## src/rtl/alu_seq_pkg.sv

```systemverilog
// Shared constants and types for the ALU command sequencer: opcodes, FSM
// state encoding and the command record carried from the handshake to the FSM.
package alu_seq_pkg;

  localparam int SEQ_DATA_W = 16;
  localparam int SEQ_REG_AW = 4;
  localparam int SEQ_OP_W   = 5;
  localparam int SEQ_REP_W  = 4;

  localparam logic [3:0] OP_ADD  = 4'd0;
  localparam logic [3:0] OP_SUB  = 4'd1;
  localparam logic [3:0] OP_CMP  = 4'd2;
  localparam logic [3:0] OP_AND  = 4'd3;
  localparam logic [3:0] OP_OR   = 4'd4;
  localparam logic [3:0] OP_XOR  = 4'd5;
  localparam logic [3:0] OP_NOT  = 4'd6;
  localparam logic [3:0] OP_LSH  = 4'd7;
  localparam logic [3:0] OP_RSH  = 4'd8;
  localparam logic [3:0] OP_ARSH = 4'd9;
  localparam logic [3:0] OP_CLR  = 4'd15;

  localparam logic [2:0] S_IDLE  = 3'd0;
  localparam logic [2:0] S_ISSUE = 3'd1;
  localparam logic [2:0] S_CAPT  = 3'd2;
  localparam logic [2:0] S_RESP  = 3'd3;
  localparam logic [2:0] S_CLR   = 3'd4;

  typedef struct packed {
    logic [3:0]            op;
    logic [SEQ_REG_AW-1:0] rdest;
    logic [SEQ_REG_AW-1:0] rsrc;
    logic                  imm_s;
    logic [SEQ_DATA_W-1:0] imm;
    logic [SEQ_REP_W-1:0]  rep;
  } seq_cmd_t;

  function automatic logic is_alu_op(input logic [3:0] op);
    return op <= OP_ARSH;
  endfunction

endpackage

```

## src/rtl/alu_seq_cmd_fifo.sv

```systemverilog
// Two-entry command FIFO placed in front of the sequencer FSM when the
// skid option is built in; cleared by the sequencer reset.
module alu_seq_cmd_fifo #(
  parameter int W = 8
) (
  input  logic         Clk,
  input  logic         Rst,
  input  logic         push,
  input  logic [W-1:0] din,
  input  logic         pop,
  output logic [W-1:0] dout,
  output logic         full,
  output logic         empty
);

  logic [W-1:0] mem [2];
  logic         wr_ptr;
  logic         rd_ptr;
  logic [1:0]   count;
  logic         do_push;
  logic         do_pop;

  assign full    = (count == 2'd2);
  assign empty   = (count == 2'd0);
  assign do_push = push && !full;
  assign do_pop  = pop && !empty;
  assign dout    = mem[rd_ptr];

  always_ff @(posedge Clk or negedge Rst) begin
    if (!Rst) begin
      mem[0] <= '0;
      mem[1] <= '0;
      wr_ptr <= 1'b0;
      rd_ptr <= 1'b0;
      count  <= 2'd0;
    end else begin
      if (do_push) begin
        mem[wr_ptr] <= din;
        wr_ptr      <= ~wr_ptr;
      end
      if (do_pop) rd_ptr <= ~rd_ptr;
      count <= count + {1'b0, do_push} - {1'b0, do_pop};
    end
  end

endmodule

```

## src/rtl/alu_op_sequencer.sv

```systemverilog
// Command-driven controller that is the sole driver of RegFile_Alu.
// Build option: ALU_SEQ_SKID_EN adds a two-entry command FIFO ahead of the FSM.
module alu_op_sequencer
  import alu_seq_pkg::*;
#(
  parameter int DATA_W = SEQ_DATA_W,
  parameter int REG_AW = SEQ_REG_AW,
  parameter int OP_W   = SEQ_OP_W,
  parameter int REP_W  = SEQ_REP_W
) (
  input  logic              Clk,
  input  logic              Rst,
  input  logic              cmd_valid,
  output logic              cmd_ready,
  input  logic [3:0]        cmd_op,
  input  logic [REG_AW-1:0] cmd_rdest,
  input  logic [REG_AW-1:0] cmd_rsrc,
  input  logic              cmd_imm_s,
  input  logic [DATA_W-1:0] cmd_imm,
  input  logic [REP_W-1:0]  cmd_rep,
  output logic              res_valid,
  input  logic              res_ready,
  output logic [DATA_W-1:0] res_data,
  output logic [4:0]        res_flags,
  output logic              res_err,
  output logic [REG_AW-1:0] rf_rdest,
  output logic [REG_AW-1:0] rf_rsrc,
  output logic              rf_en,
  output logic [DATA_W-1:0] rf_imm,
  output logic              rf_imm_s,
  output logic [OP_W-1:0]   rf_opcode,
  output logic              rf_rst_n,
  input  logic [DATA_W-1:0] rf_rdest_out,
  input  logic [4:0]        rf_flags,
  output logic [2:0]        dbg_state
);

  // Handshakes: a transfer happens on the rising edge where valid && ready;
  // valid holds its payload until then, and ready never depends on valid.
  logic        rst_q;
  logic [2:0]  state;
  seq_cmd_t    cmd_q;
  seq_cmd_t    in_cmd;
  seq_cmd_t    src_cmd;
  logic        src_valid;
  logic        take;
  logic [DATA_W-1:0] data_q;
  logic [4:0]  flags_q;
  logic        err_q;

  assign in_cmd = '{op: cmd_op, rdest: cmd_rdest, rsrc: cmd_rsrc,
                    imm_s: cmd_imm_s, imm: cmd_imm, rep: cmd_rep};

`ifdef ALU_SEQ_SKID_EN
  logic fifo_full;
  logic fifo_empty;
  seq_cmd_t fifo_head;

  alu_seq_cmd_fifo #(.W($bits(seq_cmd_t))) u_fifo (
    .Clk   (Clk),
    .Rst   (Rst),
    .push  (cmd_valid && cmd_ready),
    .din   (in_cmd),
    .pop   (take),
    .dout  (fifo_head),
    .full  (fifo_full),
    .empty (fifo_empty)
  );

  assign cmd_ready = rst_q && !fifo_full;
  assign src_valid = !fifo_empty;
  assign src_cmd   = fifo_head;
`else
  assign cmd_ready = rst_q && (state == S_IDLE);
  assign src_valid = cmd_valid;
  assign src_cmd   = in_cmd;
`endif

  assign take = rst_q && (state == S_IDLE) && src_valid;

  // cmd_q.rep doubles as the remaining-iteration counter.
  always_ff @(posedge Clk or negedge Rst) begin
    if (!Rst) begin
      rst_q   <= 1'b0;
      state   <= S_IDLE;
      cmd_q   <= '0;
      data_q  <= '0;
      flags_q <= '0;
      err_q   <= 1'b0;
    end else begin
      rst_q <= 1'b1;
      case (state)
        S_IDLE: begin
          if (take) begin
            cmd_q   <= src_cmd;
            data_q  <= '0;
            flags_q <= '0;
            err_q   <= 1'b0;
            if (is_alu_op(src_cmd.op)) begin
              state <= S_ISSUE;
            end else if (src_cmd.op == OP_CLR) begin
              state <= S_CLR;
            end else begin
              err_q <= 1'b1;
              state <= S_RESP;
            end
          end
        end
        S_ISSUE: begin
          flags_q <= rf_flags;
          state   <= S_CAPT;
        end
        S_CAPT: begin
          data_q <= rf_rdest_out;
          if (cmd_q.rep != '0) begin
            cmd_q.rep <= cmd_q.rep - 1'b1;
            state     <= S_ISSUE;
          end else begin
            state <= S_RESP;
          end
        end
        S_CLR: begin
          data_q  <= '0;
          flags_q <= '0;
          state   <= S_RESP;
        end
        S_RESP: begin
          if (res_ready) state <= S_IDLE;
        end
        default: state <= S_IDLE;
      endcase
    end
  end

  assign res_valid = (state == S_RESP);
  assign res_data  = data_q;
  assign res_flags = flags_q;
  assign res_err   = err_q;

  assign rf_rdest  = cmd_q.rdest;
  assign rf_rsrc   = cmd_q.rsrc;
  assign rf_imm    = cmd_q.imm;
  assign rf_imm_s  = cmd_q.imm_s;
  assign rf_opcode = OP_W'(cmd_q.op);
  assign rf_en     = (state == S_ISSUE);
  // RegFile_Alu is held in reset with us, and pulsed for one cycle by CLR.
  assign rf_rst_n  = rst_q && (state != S_CLR);
  assign dbg_state = state;

endmodule
```

## config.mk

```make
export PLATFORM = sky130hd
export DESIGN_NAME = alu_op_sequencer
export DESIGN_NICKNAME = d
export VERILOG_FILES = /design/src/rtl/alu_seq_pkg.sv /design/src/rtl/alu_seq_cmd_fifo.sv /design/src/rtl/alu_op_sequencer.sv
export SDC_FILE = /design/constraint.sdc
export NUM_CORES = 1
export LEC_CHECK = 0
export ABC_AREA = 1
export CAP_MARGIN = 30
export CORE_UTILIZATION = 42
export DETAILED_ROUTE_END_ITERATION = 10
export PLACE_DENSITY = 0.8
export SLEW_MARGIN = 40
export SYNTH_ARGS = -nofsm -noshare
export SYNTH_HDL_FRONTEND = slang
export SYNTH_SLANG_ARGS = --single-unit
```

## constraint.sdc

```tcl
create_clock -name Clk -period 1.4 [get_ports Clk]
set_input_delay 0.28 -clock Clk [delete_from_list [all_inputs] [get_ports Clk]]
set_output_delay 0.28 -clock Clk [all_outputs]
set_load 0.03 [all_outputs]
```

==> Flow_metrics.wiki <==
{| class="wikitable"
! Metric !! Value
|-
| Required time at the endpoint of the critical path || about 1100 ps
|-
| Most frequently used flop master after synthesis || dfrtp_1
|-
| Post-DRT Antenna Nets || 0
|-
| Clk_skew || approximately 10 ps
|-
| Layout overhead on the synthesized area || 49.4%
|-
| Kind of critical path || reg -> out
|-
| Total overflow reported by the global router || 0
|-
| Total number of yosys warnings || 0
|-
| Highest-count cells in the layout ignoring fill and taps || 183 x nand2_1, 56 x dfrtp_1, 56 x clkdlybuf4s50_1
|-
| Share of cells above drive strength 1 || between 10% and 20%
|-
| Sequential-to-total area share from yosys stat || a little over half
|-
| Die H || 82.5 µm
|-
| CTS Root Cell || clkbuf_8
|-
| Status || complete, but fails checks
|-
| Hold violation total from the final report || 0
|-
| First-pass iteration count of the detailed router || 4
|-
| H-Tree Level Count || 3
|-
| Post-synthesis adder-cell area fraction || less than 1%
|-
| Number of remaining DRC errors || 0
|-
| Via/cell ratio || approximately 4.6
|-
| Mapped cell area || 2720 µm²
|-
| I/O pin total || between 100 and 150
|-
| # diodes || 0
|-
| Worst EP arrival || around 1200 ps
|-
| Failing checks || setup timing
|-
| Number of synthesized register bits || 59
|-
| Final std cells w/o fill || 520
|-
| Top fanout value on the critical path || 4
|-
| Number of enable-type register cells in the synthesized netlist || 0
|-
| Highest Clock Rate || 658 MHz
|-
| Dominant combinational cell family by area after synthesis || simple AND/OR/NAND/NOR gates
|-
| Average instance area after synthesis || just over 8 µm²
|-
| Detailed Place HPWL || 4520 µm
|-
| Global Route Usage Sum || a little under a fifth
|-
| First-pass GRT wire length || 9590 µm
|-
| Pin count of the biggest net entering global routing || 31
|-
| Number of antenna violations at the first check in global routing || 0
|-
| Violation count after the first detailed-routing iteration || 99
|-
| Fraction of registers with async set/reset || between 90% and 100%
|-
| Measured slew at the worst slew-check pin || 496 ps
|-
| Clock period minus final worst setup slack || 1520 ps
|-
| Final Max Tran Viols || 0
|-
| Clock edge transition at the registers on the reported setup and hold paths || 60 ps
|-
| Top Metal Used || met4
|-
| Overall die area || ~6800 µm²
|-
| Utilization after layout || 66.7%
|-
| Power density over the cells || ~2300 nW/µm²
|-
| Type of element capturing the critical path || output pin
|-
| Multiplexer fraction of the synthesized cell area || 0%
|-
| Simple-gate area share of the yosys netlist || 30.3%
|-
| Total routed wirelength || 6240 µm
|-
| Met3 layer wire length in the routed design || approximately 470 µm
|-
| Latest clock arrival within the worst-skew pair || roughly 320 ps
|-
| Unrepaired setup endpoints after global routing || true
|-
| Placed insts || about 500
|-
| CTS buffer count || 9
|-
| Post-layout nets || about 500
|-
| Total via count after detailed routing || roughly 2400
|-
| Minimum setup slack in the final design || -120 ps
|-
| Min-delay worst type || reg -> reg
|-
| Average routed wire per standard cell || approximately 12 µm
|-
| Core Area || 6100 µm²
|-
| TritonCTS clock tree || built
|-
| Number of port buffers || between 100 and 150
|-
| Synth Area in Compound Gates || under 10%
|-
| Die outline width || about 83 µm
|-
| Max Cap Violations || 0
|-
| Startpoint class of the critical path || flip-flop
|-
| Total met2 wirelength after detailed routing || around 3100 µm
|-
| Peak supply drop || approximately 1200 µV
|-
| Initial cell density of the core || between 40% and 50%
|-
| Post-synthesis net count || ~390
|-
| Final total negative setup slack || -700 ps
|-
| Weighted congestion reported at the end of routability-driven placement || 0.806
|-
| Leakage component of the power || 2.17 nW
|-
| Leading cell type in the layout, fill and taps excluded || nand2_1
|-
| Longest Clk Path Bufs || 2
|-
| Final worst path period share || 109%
|-
| Post-Synthesis Cells || 335
|-
| Total routed wire length on the met1 layer || approximately 2600 µm
|-
| Floorplan row count || 28
|-
| Min Hold Slack || about 460 ps
|-
| Parity-gate share of the synthesized area counting xor and xnor cells || 0%
|-
| Via count of the first global-routing pass || between 2000 and 2500
|-
| Endpoints failing setup || 27
|-
| Normalized max-slew margin || 66.6%
|-
| Reg-to-reg slack, setup || -30 ps
|-
| Count of clock tree sinks || between 50 and 60
|-
| Number of library cell types mapped by synthesis || 24
|}
per-layer routing:
| layer | vias up | global-route usage, % |
|---|---|---|
| met4 | 0 | 9.48 |
| met5 | - | 0 |
| met3 | 8 | 5.16 |
| met1 | 1105 | 20.3 |
| li1 | 1194 | - |
| met2 | 95 | 33.7 |
registers in the layout, indices dropped and copies added, names as in the netlist:
signal / count
rf_imm_s: 1
rf_rsrc: 4
rf_rdest: 4
rf_opcode: 4
dbg_state: 3
res_flags: 5
rf_imm: 16
cmd_q: 4
res_data: 16
res_err: 1
rst_q: 1
critical path: stages (launching register included):
cell,delay [ps]
dfrtp_2,450
nor2_4,140
nand2_2,80
nor2_4,120
buf_12,130
path summary, 6_finish.rpt:
path	from	to	cells after the start
worst max-delay path	dbg_state[1]	cmd_ready	4
min in group asynchronous	Rst	res_data[10]	3
worst min-delay path	rf_opcode[2]	rf_opcode[2]	2
worst min register to register	rf_opcode[2]	rf_opcode[2]	2
worst max register to register	dbg_state[1]	rf_imm[11]	8
max in group asynchronous	Rst	dbg_state[1]	3
repair_timing:
item	4_1_cts	5_1_grt
endpoints found under the hold margin	59	0
buffers inserted	2	2
setup endpoints to repair	62	71
pin swaps	2	0
hold buffers	1	0
gates resized for setup	63	38
cells by family (layout without fill, tap and decap cells):
kind of cell | count (synthesis) | count (layout)
fa+ha+maj | 1 | 1
buf+inv | 51 | 161
flops | 59 | 59
other cells | 2 | 2
compound gates | 11 | 11
simple gates | 211 | 211
cell usage after synthesis (3+ instances only):
library cell	instances	area share (%)
nand2_1	185	26
nand3_1	3	0.55
o21ai_0	5	0.92
nor2_1	14	1.9
buf_4	30	8.3
inv_1	13	1.8
buf_2	3	0.55
dfrtp_1	59	54
buf_6	3	1.2
where the power goes:
part	leakage, nW	switching [mW]	total, mW	internal [mW]
combinational	1.33	3.19	4.97	1.78
sequential	0.745	0.459	2.95	2.49
clock	0.0950	0.605	1.45	0.845
cell type report:
cell class                 instances  area, µm²
sequential                        59       1480
clock buffer                      11        141
timing repair buffer             132       1280
multi-input combinational        225        963
inverter                          15       68.8
fill                             525       2030
tap                               75       93.8
clock inverter                     3       40.0
metrics by stage:
stage / total power [mW] / setup slack [ps] / cell area [µm²]
after global placement: 8.08 / -158 / 3820
after detailed placement: 8.21 / -211 / 3820
after floorplan: 6.51 / -47.3 / 2750
after CTS: 9.27 / -129 / 3990
after global routing: 10.0 / -172 / 4070
final: 9.37 / -120 / 4070
(Power assumes the default switching activity.)
